### src/rtl/ram_fifo_ctrl.sv
// ram_fifo_ctrl: pointer, strobe and occupancy control that
// turns a dual-port synchronous RAM into a FIFO.
module ram_fifo_ctrl #(
  parameter int unsigned RAM_W    = 8,
  parameter int unsigned ADD_W    = 4,
  parameter int unsigned AF_LEVEL = 12
) (
  input  logic             clk,
  input  logic             rst_n,
  input  logic             push,
  input  logic             pop,
  input  logic             flush,
  input  logic             clr_err,
  output logic             ram_w,
  output logic             ram_r,
  output logic [ADD_W-1:0] ram_write_add,
  output logic [ADD_W-1:0] ram_read_add,
  output logic             rd_valid,
  output logic             full,
  output logic             empty,
  output logic             almost_full,
  output logic [ADD_W:0]   count,
  output logic             overflow,
  output logic             underflow
);

  localparam int unsigned DEPTH = 2 ** ADD_W;
  localparam logic [ADD_W:0] AF_L = AF_LEVEL[ADD_W:0];

  // Out-of-range configurations elaborate this empty marker block.
  if (RAM_W == 0 || AF_LEVEL == 0 || AF_LEVEL > DEPTH) begin : g_bad_cfg
  end

  logic [ADD_W:0] wr_ptr_q, wr_ptr_d;
  logic [ADD_W:0] rd_ptr_q, rd_ptr_d;
  logic [ADD_W:0] count_q, count_d;
  logic           rd_valid_q;
  logic           ovf_q, ovf_d;
  logic           udf_q, udf_d;
  logic           push_ok, pop_ok;

  assign full = (wr_ptr_q[ADD_W] != rd_ptr_q[ADD_W]) &&
                (wr_ptr_q[ADD_W-1:0] == rd_ptr_q[ADD_W-1:0]);
  assign empty       = wr_ptr_q == rd_ptr_q;
  assign almost_full = count_q >= AF_L;

  assign push_ok = push & ~full & ~flush;
  assign pop_ok  = pop & ~empty & ~flush;

  assign ram_w         = push_ok;
  assign ram_r         = pop_ok;
  assign ram_write_add = wr_ptr_q[ADD_W-1:0];
  assign ram_read_add  = rd_ptr_q[ADD_W-1:0];
  assign rd_valid      = rd_valid_q;
  assign count         = count_q;
  assign overflow      = ovf_q;
  assign underflow     = udf_q;

  always_comb begin
    wr_ptr_d = wr_ptr_q + {{ADD_W{1'b0}}, push_ok};
    rd_ptr_d = rd_ptr_q + {{ADD_W{1'b0}}, pop_ok};
    count_d  = count_q + {{ADD_W{1'b0}}, push_ok}
                       - {{ADD_W{1'b0}}, pop_ok};
    if (flush) begin
      wr_ptr_d = '0;
      rd_ptr_d = '0;
      count_d  = '0;
    end
    ovf_d = ovf_q | (push & full & ~flush);
    udf_d = udf_q | (pop & empty & ~flush);
    if (clr_err) begin
      ovf_d = 1'b0;
      udf_d = 1'b0;
    end
  end

  always_ff @(posedge clk or negedge rst_n) begin
    if (!rst_n) begin
      wr_ptr_q   <= '0;
      rd_ptr_q   <= '0;
      count_q    <= '0;
      rd_valid_q <= 1'b0;
      ovf_q      <= 1'b0;
      udf_q      <= 1'b0;
    end else begin
      wr_ptr_q   <= wr_ptr_d;
      rd_ptr_q   <= rd_ptr_d;
      count_q    <= count_d;
      rd_valid_q <= pop_ok;
      ovf_q      <= ovf_d;
      udf_q      <= udf_d;
    end
  end

endmodule

### config.mk
export PLATFORM = sky130hd
export DESIGN_NAME = ram_fifo_ctrl
export DESIGN_NICKNAME = d
export VERILOG_FILES = /design/src/rtl/ram_fifo_ctrl.sv
export SDC_FILE = /design/constraint.sdc
export NUM_CORES = 1
export LEC_CHECK = 0
export BUFFER_PORTS_ARGS = -buffer_cell sky130_fd_sc_hd__buf_2
export CORE_ASPECT_RATIO = 1.75
export CORE_MARGIN = 3
export CORE_UTILIZATION = 45
export CTS_CLUSTER_DIAMETER = 30
export DETAILED_ROUTE_END_ITERATION = 10
export MAX_ROUTING_LAYER = met4
export PLACE_DENSITY = 0.8
export SLEW_MARGIN = 15
export SYNTH_ARGS = -nofsm -noshare
export SYNTH_HDL_FRONTEND = slang
export SYNTH_SLANG_ARGS = --single-unit
export TNS_END_PERCENT = 5
### constraint.sdc
create_clock -name clk -period 3.3 [get_ports clk]
set_input_delay 0.33 -clock clk [delete_from_list [all_inputs] [get_ports clk]]
set_output_delay 0.33 -clock clk [all_outputs]
set_load 0.05 [all_outputs]
# Word level (Yosys, flattened, before mapping)
# Cells that the tools add are included.
# totals
ff_bits,18
latch_bits,0
ramBits,0
rom_bits,0
input_bits,6
output_inout_bits,21
n_memories,0
# op_classes
n_addsub,4
mul,0
n_div,0
order_cmp,1
n_eq_ne,3
n_shift,0
n_mux,5
bitwise,13
n_reduce_logical,1
# op_table
operator,n
$add 5x1->5,3
$mux 5,3
$and 1x1->1,8
$eq 5x5->1,1
$ge 5x4->1 const B,1
$sub 5x1->5,1
$eq 4x4->1,1
$not 1->1,3
$mux 1,2
$or 1x1->1,2
$logic_and 1x1->1,1
$ne 1x1->1,1

# Longest topological paths before layout
# Gate-level depths: netlist of run 1.
# depth
ltp_word,8
depth_mapped,11
mapped_depth_nobuf,11

# Worst setup path before layout of run 1
# OpenSTA, ideal clock, no wires.
# synth_path
path_kind,reg-to-reg
start,register wr_ptr_q[2]
end,register count_q[4] (netlist: count[4])
setup_time_ps,136
arrival_time_ps,2918
required_time_ps,3164
path_slack_ps,247
stages_incl_launch_ff,12
path_buffers,0
period_less_slack_ps,3053
cell_sequence,dfrtp_1 > xnor2_2 > and4_1 > and2_4 > nor2_1 > ha_1 > inv_1 > fa_1 > nor2b_1 > o21ai_0 > a21boi_0 > nor3_1
# synth_between
elab_chain_cells,8
word_cells_on_any_way,12
classes_between,add/sub (2); eq/ne (2); mux (1); bitwise (6); reduce/logical (1)
# synth_lines
element,line,source
from (decl),34,"logic [ADD_W:0] wr_ptr_q, wr_ptr_d;"
from (signal assigned),86,wr_ptr_q <= wr_ptr_d;
$eq 4x4->1,43,(wr_ptr_q[ADD_W-1:0] == rd_ptr_q[ADD_W-1:0]);
$logic_and 1x1->1,42,assign full = (wr_ptr_q[ADD_W] != rd_ptr_q[ADD_W]) &&
net full,19,"output logic full,"
$not 1->1,47,assign push_ok = push & ~full & ~flush;
$and 1x1->1 (2 in a row),47,
net ram_w,14,"output logic ram_w,"
$add 5x1->5,62,"count_d = count_q + {{ADD_W{1'b0}}, push_ok}"
$sub 5x1->5,63,"- {{ADD_W{1'b0}}, pop_ok};"
$mux 5,64,if (flush) begin
net count_d[4],36,"logic [ADD_W:0] count_q, count_d;"
to (signal assigned),88,count_q <= count_d;
to (decl),36,
# The timed path passes the listed nets, and every way through them passes these cells.

# Worst setup path in the final report of run 1
# layout_path
start,register wr_ptr_q[2]
end,register count_q[4] (netlist: count[4])
# layout_between
elab_chain_cells,8
word_cells_on_any_way,12
classes_between,add/sub (2); eq/ne (2); mux (1); bitwise (6); reduce/logical (1)
# layout_lines
element,line
$eq 4x4->1,43
$logic_and 1x1->1,42
$not 1->1,47
$and 1x1->1 (2 in a row),47
$add 5x1->5,62
$sub 5x1->5 *,63
$mux 5 *,64
net count_d[4],36
# The timed path passes the listed nets; every way through them passes the cells marked *.

==> impl_metrics.prom, run 1 <==
# TYPE chip_impl_metric gauge
chip_impl_metric{name="timing.max_slew.rel_slack",unit=""} 0.6265
chip_impl_metric{name="hold_fix_buffers_cts",unit=""} 0
chip_impl_metric{name="power.switching",unit="uW"} 434.0
chip_impl_metric{name="timing_worst_slew_pin_value",unit="ns"} 0.5583
chip_impl_metric{name="synth-seq-area-share",unit=""} 0.3956
chip_impl_info{name="grt_setup_unrepaired",value="no"} 1
chip_impl_metric{name="worstPathMaxFanout",unit=""} 5
chip_impl_metric{name="drt-wirelength-per-cell",unit="um"} 15.10
chip_impl_metric{name="cts.htree.levels",unit=""} 1
chip_impl_metric{name="cts.sink_count",unit=""} 18
chip_impl_metric{name="peak_supply_drop",unit="uV"} 489.5
chip_impl_metric{name="ios",unit=""} 27
chip_impl_metric{name="finalHoldWorstSlack",unit="ns"} 0.001454
chip_impl_info{name="min-delay-path-class",value="input port to async pin"} 1
chip_impl_metric{name="floorplan.initialDensity",unit=""} 0.4825
chip_impl_metric{name="p_total",unit="uW"} 917.1
chip_impl_metric{name="cell_pwr_density",unit="nW/um2"} 720.0
chip_impl_metric{name="placement.setup.worst_slack",unit="ns"} 0.7014
chip_impl_metric{name="synthesis.yosys.warnings",unit=""} 0
chip_impl_info{name="worstReg2RegStart",value="wr_ptr_q[2]$_DFF_PN0_"} 1
chip_impl_metric{name="postSynthAreaPerCell",unit="um2"} 10.26
chip_impl_metric{name="core_region_area",unit="um2"} 2360
chip_impl_metric{name="grt_first_pass_wirelength",unit="mm"} 3.981
chip_impl_metric{name="grt_start_max_net_pins",unit=""} 22
chip_impl_info{name="tritoncts",value="built"} 1
chip_impl_metric{name="utilization",unit=""} 0.5398
chip_impl_metric{name="gpl.final_weighted_congestion",unit=""} 0.8377
chip_impl_metric{name="antenna-diode-count",unit=""} 0
chip_impl_metric{name="clock.fmax",unit="MHz"} 384.4
chip_impl_metric{name="cts-root-to-sink-buffers",unit=""} 2
chip_impl_metric{name="cts.repair.resized",unit=""} 0
chip_impl_metric{name="cell_internal_pwr",unit="uW"} 483.2
chip_impl_info{name="cts-root-buf",value="clkbuf_8"} 1
chip_impl_metric{name="route.final.wire_length",unit="mm"} 2.340
chip_impl_metric{name="comb_power_share",unit=""} 0.513
chip_impl_metric{name="cts_setup_buffers",unit=""} 0
chip_impl_metric{name="synth_fp_nets",unit=""} 127
chip_impl_metric{name="first_global_vias",unit=""} 885
chip_impl_metric{name="syn_inst",unit=""} 111
chip_impl_metric{name="ant_nets_after_route",unit=""} 0
chip_impl_metric{name="drive_gt1_frac",unit=""} 0.2769
chip_impl_metric{name="switching_share",unit=""} 0.4732
chip_impl_metric{name="timing.final.crit_period",unit="ns"} 2.601
chip_impl_metric{name="vias_per_cell",unit=""} 5.323
chip_impl_metric{name="globalRoute.totalOverflow",unit=""} 0
chip_impl_metric{name="finClkSkew",unit="ns"} 0.001893
chip_impl_metric{name="fin_nets",unit=""} 148
chip_impl_metric{name="antenna_violations_before_repair",unit=""} 0
chip_impl_metric{name="fin_tns_setup",unit="ns"} 0
chip_impl_metric{name="arrival",unit="ns"} 2.76
chip_impl_metric{name="p_leak",unit="uW"} 0.0006472
chip_impl_metric{name="postLayoutSetupSlackWorst",unit="ns"} 0.6986
chip_impl_metric{name="die_area",unit="um2"} 3194
chip_impl_metric{name="synth_seq_cells",unit=""} 18
chip_impl_metric{name="dp_hpwl",unit="mm"} 1.803
chip_impl_metric{name="synth.distinct_cells",unit=""} 34
chip_impl_metric{name="power_frac_seq",unit=""} 0.323
chip_impl_metric{name="synthesis.area",unit="um2"} 1139
chip_impl_metric{name="clk_pin_slew_worst_paths",unit="ns"} 0.06
chip_impl_metric{name="floorplan.die.width",unit="um"} 44.03
chip_impl_metric{name="worstPathRequired",unit="ns"} 3.46
chip_impl_metric{name="row_count",unit=""} 23
chip_impl_metric{name="dr.pass1.iters",unit=""} 3
chip_impl_metric{name="routed-via-count",unit=""} 825
chip_impl_info{name="r2r-end",value="count[4]$_DFF_PN0_"} 1
chip_impl_info{name="status",value="finished clean"} 1
chip_impl_metric{name="die_span_in_y",unit="um"} 72.54
chip_impl_metric{name="r2r_setup_slack",unit="ns"} 0.70
chip_impl_metric{name="power_frac_clock",unit=""} 0.164
chip_impl_metric{name="timing.max_cap.violations",unit=""} 0
chip_impl_metric{name="place.port_buffers",unit=""} 26
chip_impl_metric{name="drt-initial-drc-count",unit=""} 16
chip_impl_metric{name="tritoncts.num_buffers",unit=""} 3
chip_impl_metric{name="insertion_delay",unit="ns"} 0.25
chip_impl_metric{name="drc",unit=""} 0
chip_impl_info{name="worstSetupStartpointType",value="flop"} 1
chip_impl_metric{name="timing.final.setup_violations",unit=""} 0
chip_impl_metric{name="share_of_the_clock_period_used_by_the_worst_path_after_layout",unit=""} 0.7883
chip_impl_info{name="end_kind",value="flop"} 1
chip_impl_info{name="critical_path_class",value="flop to flop"} 1
chip_impl_metric{name="slew_viol_final",unit=""} 0
chip_impl_metric{name="globalRouteTotalUtil",unit=""} 0.1721
chip_impl_metric{name="worst_case_reg_to_reg_path_depth",unit=""} 11
chip_impl_metric{name="report.final.hold_viol_count",unit=""} 0
chip_impl_metric{name="areaGrowthSynthToFinish",unit="%"} 11.87
[state kept, by name, indices dropped and copies added (netlist names)]
| name | cells |
|---|---|
| count | 5 |
| overflow | 1 |
| rd_ptr_q | 5 |
| rd_valid | 1 |
| underflow | 1 |
| wr_ptr_q | 5 |
[metrics by stage]
step / cell area, um2 / cells
detailed placement: 1232 / 152
global route: 1274 / 155
floorplan: 1139 / 111
global placement: 1232 / 152
CTS: 1274 / 155
finish: 1274 / 155
[metal layers]
| metal | routed length, um | track usage | up-vias |
|---|---|---|---|
| li1 | - | - | 400 |
| met1 | 908 | 0.1795 | 402 |
| met2 | 1315 | 0.3068 | 18 |
| met3 | 73 | 0.02481 | 5 |
| met4 | 42 | 0.07718 | 0 |
| met5 | 0 | - | - |
[cells in the final DEF, fill, tap and decap left out]
cell type  netlist  layout
a21boi_0         1       1
a21o_1           1       1
a21oi_1          2       2
a221o_1          1       1
a22o_1           1       1
and2_4           1       1
and4_1           1       1
buf_2            0      26
clkbuf_8         0       3
dfrtp_1         18      18
fa_1             1       1
ha_1             9       9
inv_1            9       9
nand2_1          2       2
nand2b_1         2       2
nand3_1          4       4
nand3b_1         1       1
nand4_1          1       1
nand4_2          1       1
nor2_1          13      13
nor2b_1          6       6
nor3_1           4       4
nor3b_1          3       3
o211ai_1         1       1
o21a_1           1       1
o21ai_0          1       1
o21bai_2         1       1
or2_1            1       1
or3_1            1       1
or4_1            1       1
xnor2_1          3       3
xnor2_2          3       3
xnor2_4          1       1
xor2_1           5       5
[cell type report]
cell class | count | area [um2]
Timing Repair Buffer | 26 | 130.1
Clock buffer | 3 | 41.29
Multi-Input combinational cell | 74 | 586.8
Fill cell | 232 | 1086
Tap cell | 25 | 31.28
Sequential cell | 18 | 450.4
Inverter | 9 | 33.78
[synthesized netlist by cell type]
cell type  instances  area (um2)
nor2b_1            6       37.54
nand4_2            1       12.51
nand2_1            2       7.510
fa_1               1       20.02
a221o_1            1       10.01
a21o_1             1       7.510
ha_1               9       112.6
a21boi_0           1       7.510
nor2_1            13       48.80
xnor2_1            3       26.28
nor3_1             4       20.02
inv_1              9       33.78
and4_1             1       8.760
nor3b_1            3       22.52
clkbuf_1           2       7.510
nand4_1            1       6.260
or3_1              1       6.260
buf_4              8       60.06
or4_1              1       7.510
or2_1              1       6.260
o211ai_1           1       7.510
a22o_1             1       8.760
nand2b_1           2       12.51
nand3b_1           1       7.510
and2_4             1       8.760
a21oi_1            2       10.01
o21bai_2           1       11.26
xor2_1             5       43.79
o21a_1             1       7.510
xnor2_2            3       48.80
xnor2_4            1       27.53
dfrtp_1           18       450.4
o21ai_0            1       5.000
nand3_1            4       20.02
[logic make-up after synthesis]
logic type                 synth area share
buffers and inverters               0.08901
adders and majority gates            0.1165
AOI/OAI and AO/OA                   0.06594
DFF                                  0.3956
and+or+nand+nor                      0.2044
xor gates and xnor gates             0.1286
[worst max-delay path, cell delays in order, from the launching register on]
cell	delay, ns
dfrtp_1	0.46
xnor2_2	0.19
and4_1	0.24
and2_4	0.17
nor2_1	0.22
ha_1	0.22
inv_1	0.06
fa_1	0.38
nor2b_1	0.15
o21ai_0	0.12
nor3b_1	0.16
nor3_1	0.15
[how the worst max path moves through the flow]
| stage | start | end | depth (start not counted) |
|---|---|---|---|
| 6_report | wr_ptr_q[2]$_DFF_PN0_ | count[4]$_DFF_PN0_ | 11 |
| 5_1_grt | wr_ptr_q[2]$_DFF_PN0_ | count[4]$_DFF_PN0_ | 11 |
| 4_1_cts | wr_ptr_q[2]$_DFF_PN0_ | count[4]$_DFF_PN0_ | 11 |
| 3_5_place_dp | wr_ptr_q[2]$_DFF_PN0_ | count[4]$_DFF_PN0_ | 11 |
| 3_3_place_gp | wr_ptr_q[2]$_DFF_PN0_ | count[4]$_DFF_PN0_ | 11 |
| 2_1_floorplan | wr_ptr_q[2]$_DFF_PN0_ | count[4]$_DFF_PN0_ | 11 |
[power groups by stage]
stage / combinational, uW / sequential (uW) / clock, uW
after CTS: 474 / 295 / 156
after global placement: 448 / 295 / 0
after floorplan: 290 / 378 / 0
final: 470 / 296 / 151
after global routing: 507 / 301 / 166
after detailed placement: 472 / 298 / 0
(Power assumes the default switching activity.)
==> inputs of run 2 (changes only) <==
==> constraint.sdc (replaced) <==
create_clock -name clk -period 2.63 [get_ports clk]
set_input_delay 0.263 -clock clk [delete_from_list [all_inputs] [get_ports clk]]
set_output_delay 0.263 -clock clk [all_outputs]
set_load 0.05 [all_outputs]
==> run 2 against run 1 <==
  * Design area is 6.2% higher
  * Die area unchanged
  * Combinational power increased by 29%
  * First-iteration DRC count up 69%
  * Routed wire length is 0.38% lower
  * Global-route usage shrank 0.18 points
  * Utilization up 3.3 points
  * Via count rose by 3.9%
  * Final cell count up 3.9%
  * Clock skew hardly changed
  * Clock power increased by 52%
  * Register-to-register slack got worse by 0.57 ns
  * Largest power group unchanged
==> impl_metrics.prom, run 2 (synthesis results as in run 1) <==
# TYPE chip_impl_metric gauge
chip_impl_info{name="status",value="finished clean"} 1
chip_impl_metric{name="switching_share",unit=""} 0.4604
chip_impl_info{name="crit_family",value="adder cells"} 1
chip_impl_info{name="tritoncts",value="built"} 1
chip_impl_metric{name="share_of_the_clock_period_used_by_the_worst_path_after_layout",unit=""} 0.9518
chip_impl_metric{name="fin_tns_setup",unit="ns"} 0
chip_impl_metric{name="report.final.hold_viol_count",unit=""} 0
chip_impl_info{name="end_kind",value="flop"} 1
chip_impl_info{name="worstReg2RegStart",value="rd_ptr_q[2]$_DFF_PN0_"} 1
chip_impl_metric{name="vias_per_cell",unit=""} 5.323
chip_impl_metric{name="drt-initial-drc-count",unit=""} 27
chip_impl_metric{name="p_leak",unit="uW"} 0.0006807
chip_impl_metric{name="timing.final.setup_violations",unit=""} 0
chip_impl_metric{name="worst_case_reg_to_reg_path_depth",unit=""} 11
chip_impl_info{name="endpoint",value="count[4]$_DFF_PN0_"} 1
chip_impl_metric{name="grt_first_pass_wirelength",unit="mm"} 4.008
chip_impl_info{name="r2r-end",value="count[4]$_DFF_PN0_"} 1
chip_impl_metric{name="row_count",unit=""} 23
chip_impl_metric{name="drt-wirelength-per-cell",unit="um"} 14.48
chip_impl_info{name="worst_setup_path_startpoint",value="rd_ptr_q[2]$_DFF_PN0_"} 1
chip_impl_metric{name="ios",unit=""} 27
chip_impl_metric{name="fin_nets",unit=""} 153
chip_impl_metric{name="dp_hpwl",unit="mm"} 1.845
chip_impl_info{name="final_cell_mix",value="buf_2 (26), dfrtp_1 (17), nor2_1 (12)"} 1
chip_impl_metric{name="timing_worst_slew_pin_value",unit="ns"} 0.4022
chip_impl_metric{name="cts.sink_count",unit=""} 18
chip_impl_metric{name="finClkSkew",unit="ns"} 0.001920
chip_impl_metric{name="timing.final.crit_period",unit="ns"} 2.503
chip_impl_metric{name="core_region_area",unit="um2"} 2360
chip_impl_metric{name="cts.htree.levels",unit=""} 1
chip_impl_metric{name="worstPathRequired",unit="ns"} 2.77
chip_impl_info{name="critical_path_class",value="flop to flop"} 1
chip_impl_metric{name="routed-via-count",unit=""} 857
chip_impl_metric{name="gpl.final_weighted_congestion",unit=""} 0.8772
chip_impl_info{name="crit_path_top_delay_cell",value="dfrtp_2"} 1
chip_impl_metric{name="dr.pass1.iters",unit=""} 4
chip_impl_metric{name="drc",unit=""} 0
chip_impl_metric{name="floorplan.die.width",unit="um"} 44.03
chip_impl_metric{name="clk_pin_slew_worst_paths",unit="ns"} 0.07
chip_impl_metric{name="route.final.wire_length",unit="mm"} 2.331
chip_impl_metric{name="cell_pwr_density",unit="nW/um2"} 892.0
chip_impl_metric{name="timing.max_slew.rel_slack",unit=""} 0.7319
chip_impl_metric{name="timing.critical_path.depth",unit=""} 11
chip_impl_metric{name="cell_internal_pwr",unit="uW"} 651.1
chip_impl_metric{name="r2r_setup_slack",unit="ns"} 0.13
chip_impl_metric{name="timing.max_cap.violations",unit=""} 0
chip_impl_metric{name="cp_bufs_invs",unit=""} 1
chip_impl_metric{name="worst_path_largest_cell_delay",unit="ns"} 0.45
chip_impl_metric{name="finalHoldWorstSlack",unit="ns"} 0.2672
chip_impl_metric{name="drive_gt1_frac",unit=""} 0.3162
chip_impl_info{name="worstPathCellList",value="xnor2_2, nand4_4, o21bai_4, xnor2_1, ha_1, inv_1, fa_1, nor2b_1, o21ai_0, a21boi_0, nor3_1"} 1
chip_impl_metric{name="slew_viol_final",unit=""} 0
chip_impl_metric{name="die_span_in_y",unit="um"} 72.54
chip_impl_metric{name="cts-root-to-sink-buffers",unit=""} 2
chip_impl_metric{name="tritoncts.num_buffers",unit=""} 3
chip_impl_metric{name="floorplan.initialDensity",unit=""} 0.4825
chip_impl_metric{name="utilization",unit=""} 0.5732
chip_impl_metric{name="first_global_vias",unit=""} 942
chip_impl_metric{name="arrival",unit="ns"} 2.65
chip_impl_metric{name="grt_start_max_net_pins",unit=""} 21
chip_impl_metric{name="place.port_buffers",unit=""} 26
chip_impl_metric{name="insertion_delay",unit="ns"} 0.26
chip_impl_metric{name="worstPathMaxFanout",unit=""} 5
chip_impl_metric{name="ant_nets_after_route",unit=""} 0
chip_impl_metric{name="globalRoute.totalOverflow",unit=""} 0
chip_impl_metric{name="cells_after_dpl",unit=""} 154
chip_impl_metric{name="comb_power_share",unit=""} 0.504
chip_impl_info{name="layout_commonest_cell",value="buf_2"} 1
chip_impl_metric{name="power.switching",unit="uW"} 555.5
chip_impl_metric{name="globalRouteTotalUtil",unit=""} 0.1703
chip_impl_info{name="cts-root-buf",value="clkbuf_8"} 1
chip_impl_info{name="min-delay-path-class",value="input port to flop"} 1
chip_impl_metric{name="post_layout_nonfiller_instances",unit=""} 161
chip_impl_info{name="worstSetupStartpointType",value="flop"} 1
chip_impl_metric{name="antenna_violations_before_repair",unit=""} 0
chip_impl_metric{name="areaGrowthSynthToFinish",unit="%"} 18.79
chip_impl_metric{name="power_frac_clock",unit=""} 0.190
chip_impl_metric{name="clock.fmax",unit="MHz"} 399.5
chip_impl_metric{name="die_area",unit="um2"} 3194
chip_impl_metric{name="peak_supply_drop",unit="uV"} 608.7
chip_impl_metric{name="antenna-diode-count",unit=""} 0
chip_impl_metric{name="power_frac_seq",unit=""} 0.306
[run 2: what timing repair did]
item,CTS,global route
setup endpoints to repair,0,1
resized for setup,0,3
endpoints found under the hold margin,18,0
buffers inserted,0,2
hold buffers,1,0
[run 2: layout make-up]
cell class | instances | area, um2
clock buffers | 4 | 55.05
inverters | 9 | 33.78
fillers | 208 | 1007
repair buffers | 31 | 170.2
multi-input cells | 74 | 610.6
flip-flops and latches | 18 | 451.7
well taps | 25 | 31.28
[run 2: worst min-delay path by stage]
stage / start / end / slack (ns) / cells after the start
after floorplan: rst_n / count[0]$_DFF_PN0_ / -0.03 / 0
after global placement: rst_n / wr_ptr_q[3]$_DFF_PN0_ / 0.22 / 1
after detailed placement: rst_n / wr_ptr_q[1]$_DFF_PN0_ / 0.22 / 1
after CTS: clr_err / underflow$_DFF_PN0_ / 0.26 / 3
after global routing: clr_err / underflow$_DFF_PN0_ / 0.29 / 3
final: clr_err / underflow$_DFF_PN0_ / 0.27 / 3
[run 2: tightest hold or removal path, cell delays in order]
cell,delay (ns)
buf_2,0.09
inv_1,0.05
o21a_1,0.09
[run 2: through the flow]
step	cell area (um2)	total power (uW)	setup WS, ns
after CTS	1320	1199	0.04710
after floorplan	1146	838.5	0.07235
final	1353	1207	0.1268
after global routing	1353	1281	-0.01331
after detailed placement	1255	966.2	0.07367
after global placement	1255	934.4	0.2438
[run 2: power by group through the flow]
stage	Combinational [uW]	Sequential (uW)	Clock [uW]
floorplan	364	474	0
global placement	565	370	0
detailed placement	591	375	0
CTS	595	369	234
global route	656	377	248
finish	608	369	229
[run 2: per-layer routing]
metal  up-vias  track usage  routed length (um)
li1        409            -                   -
met5         -            -                   0
met4         0      0.08054                  52
met1       422       0.1788                 894
met3         5      0.02481                 100
met2        21       0.3003                1285
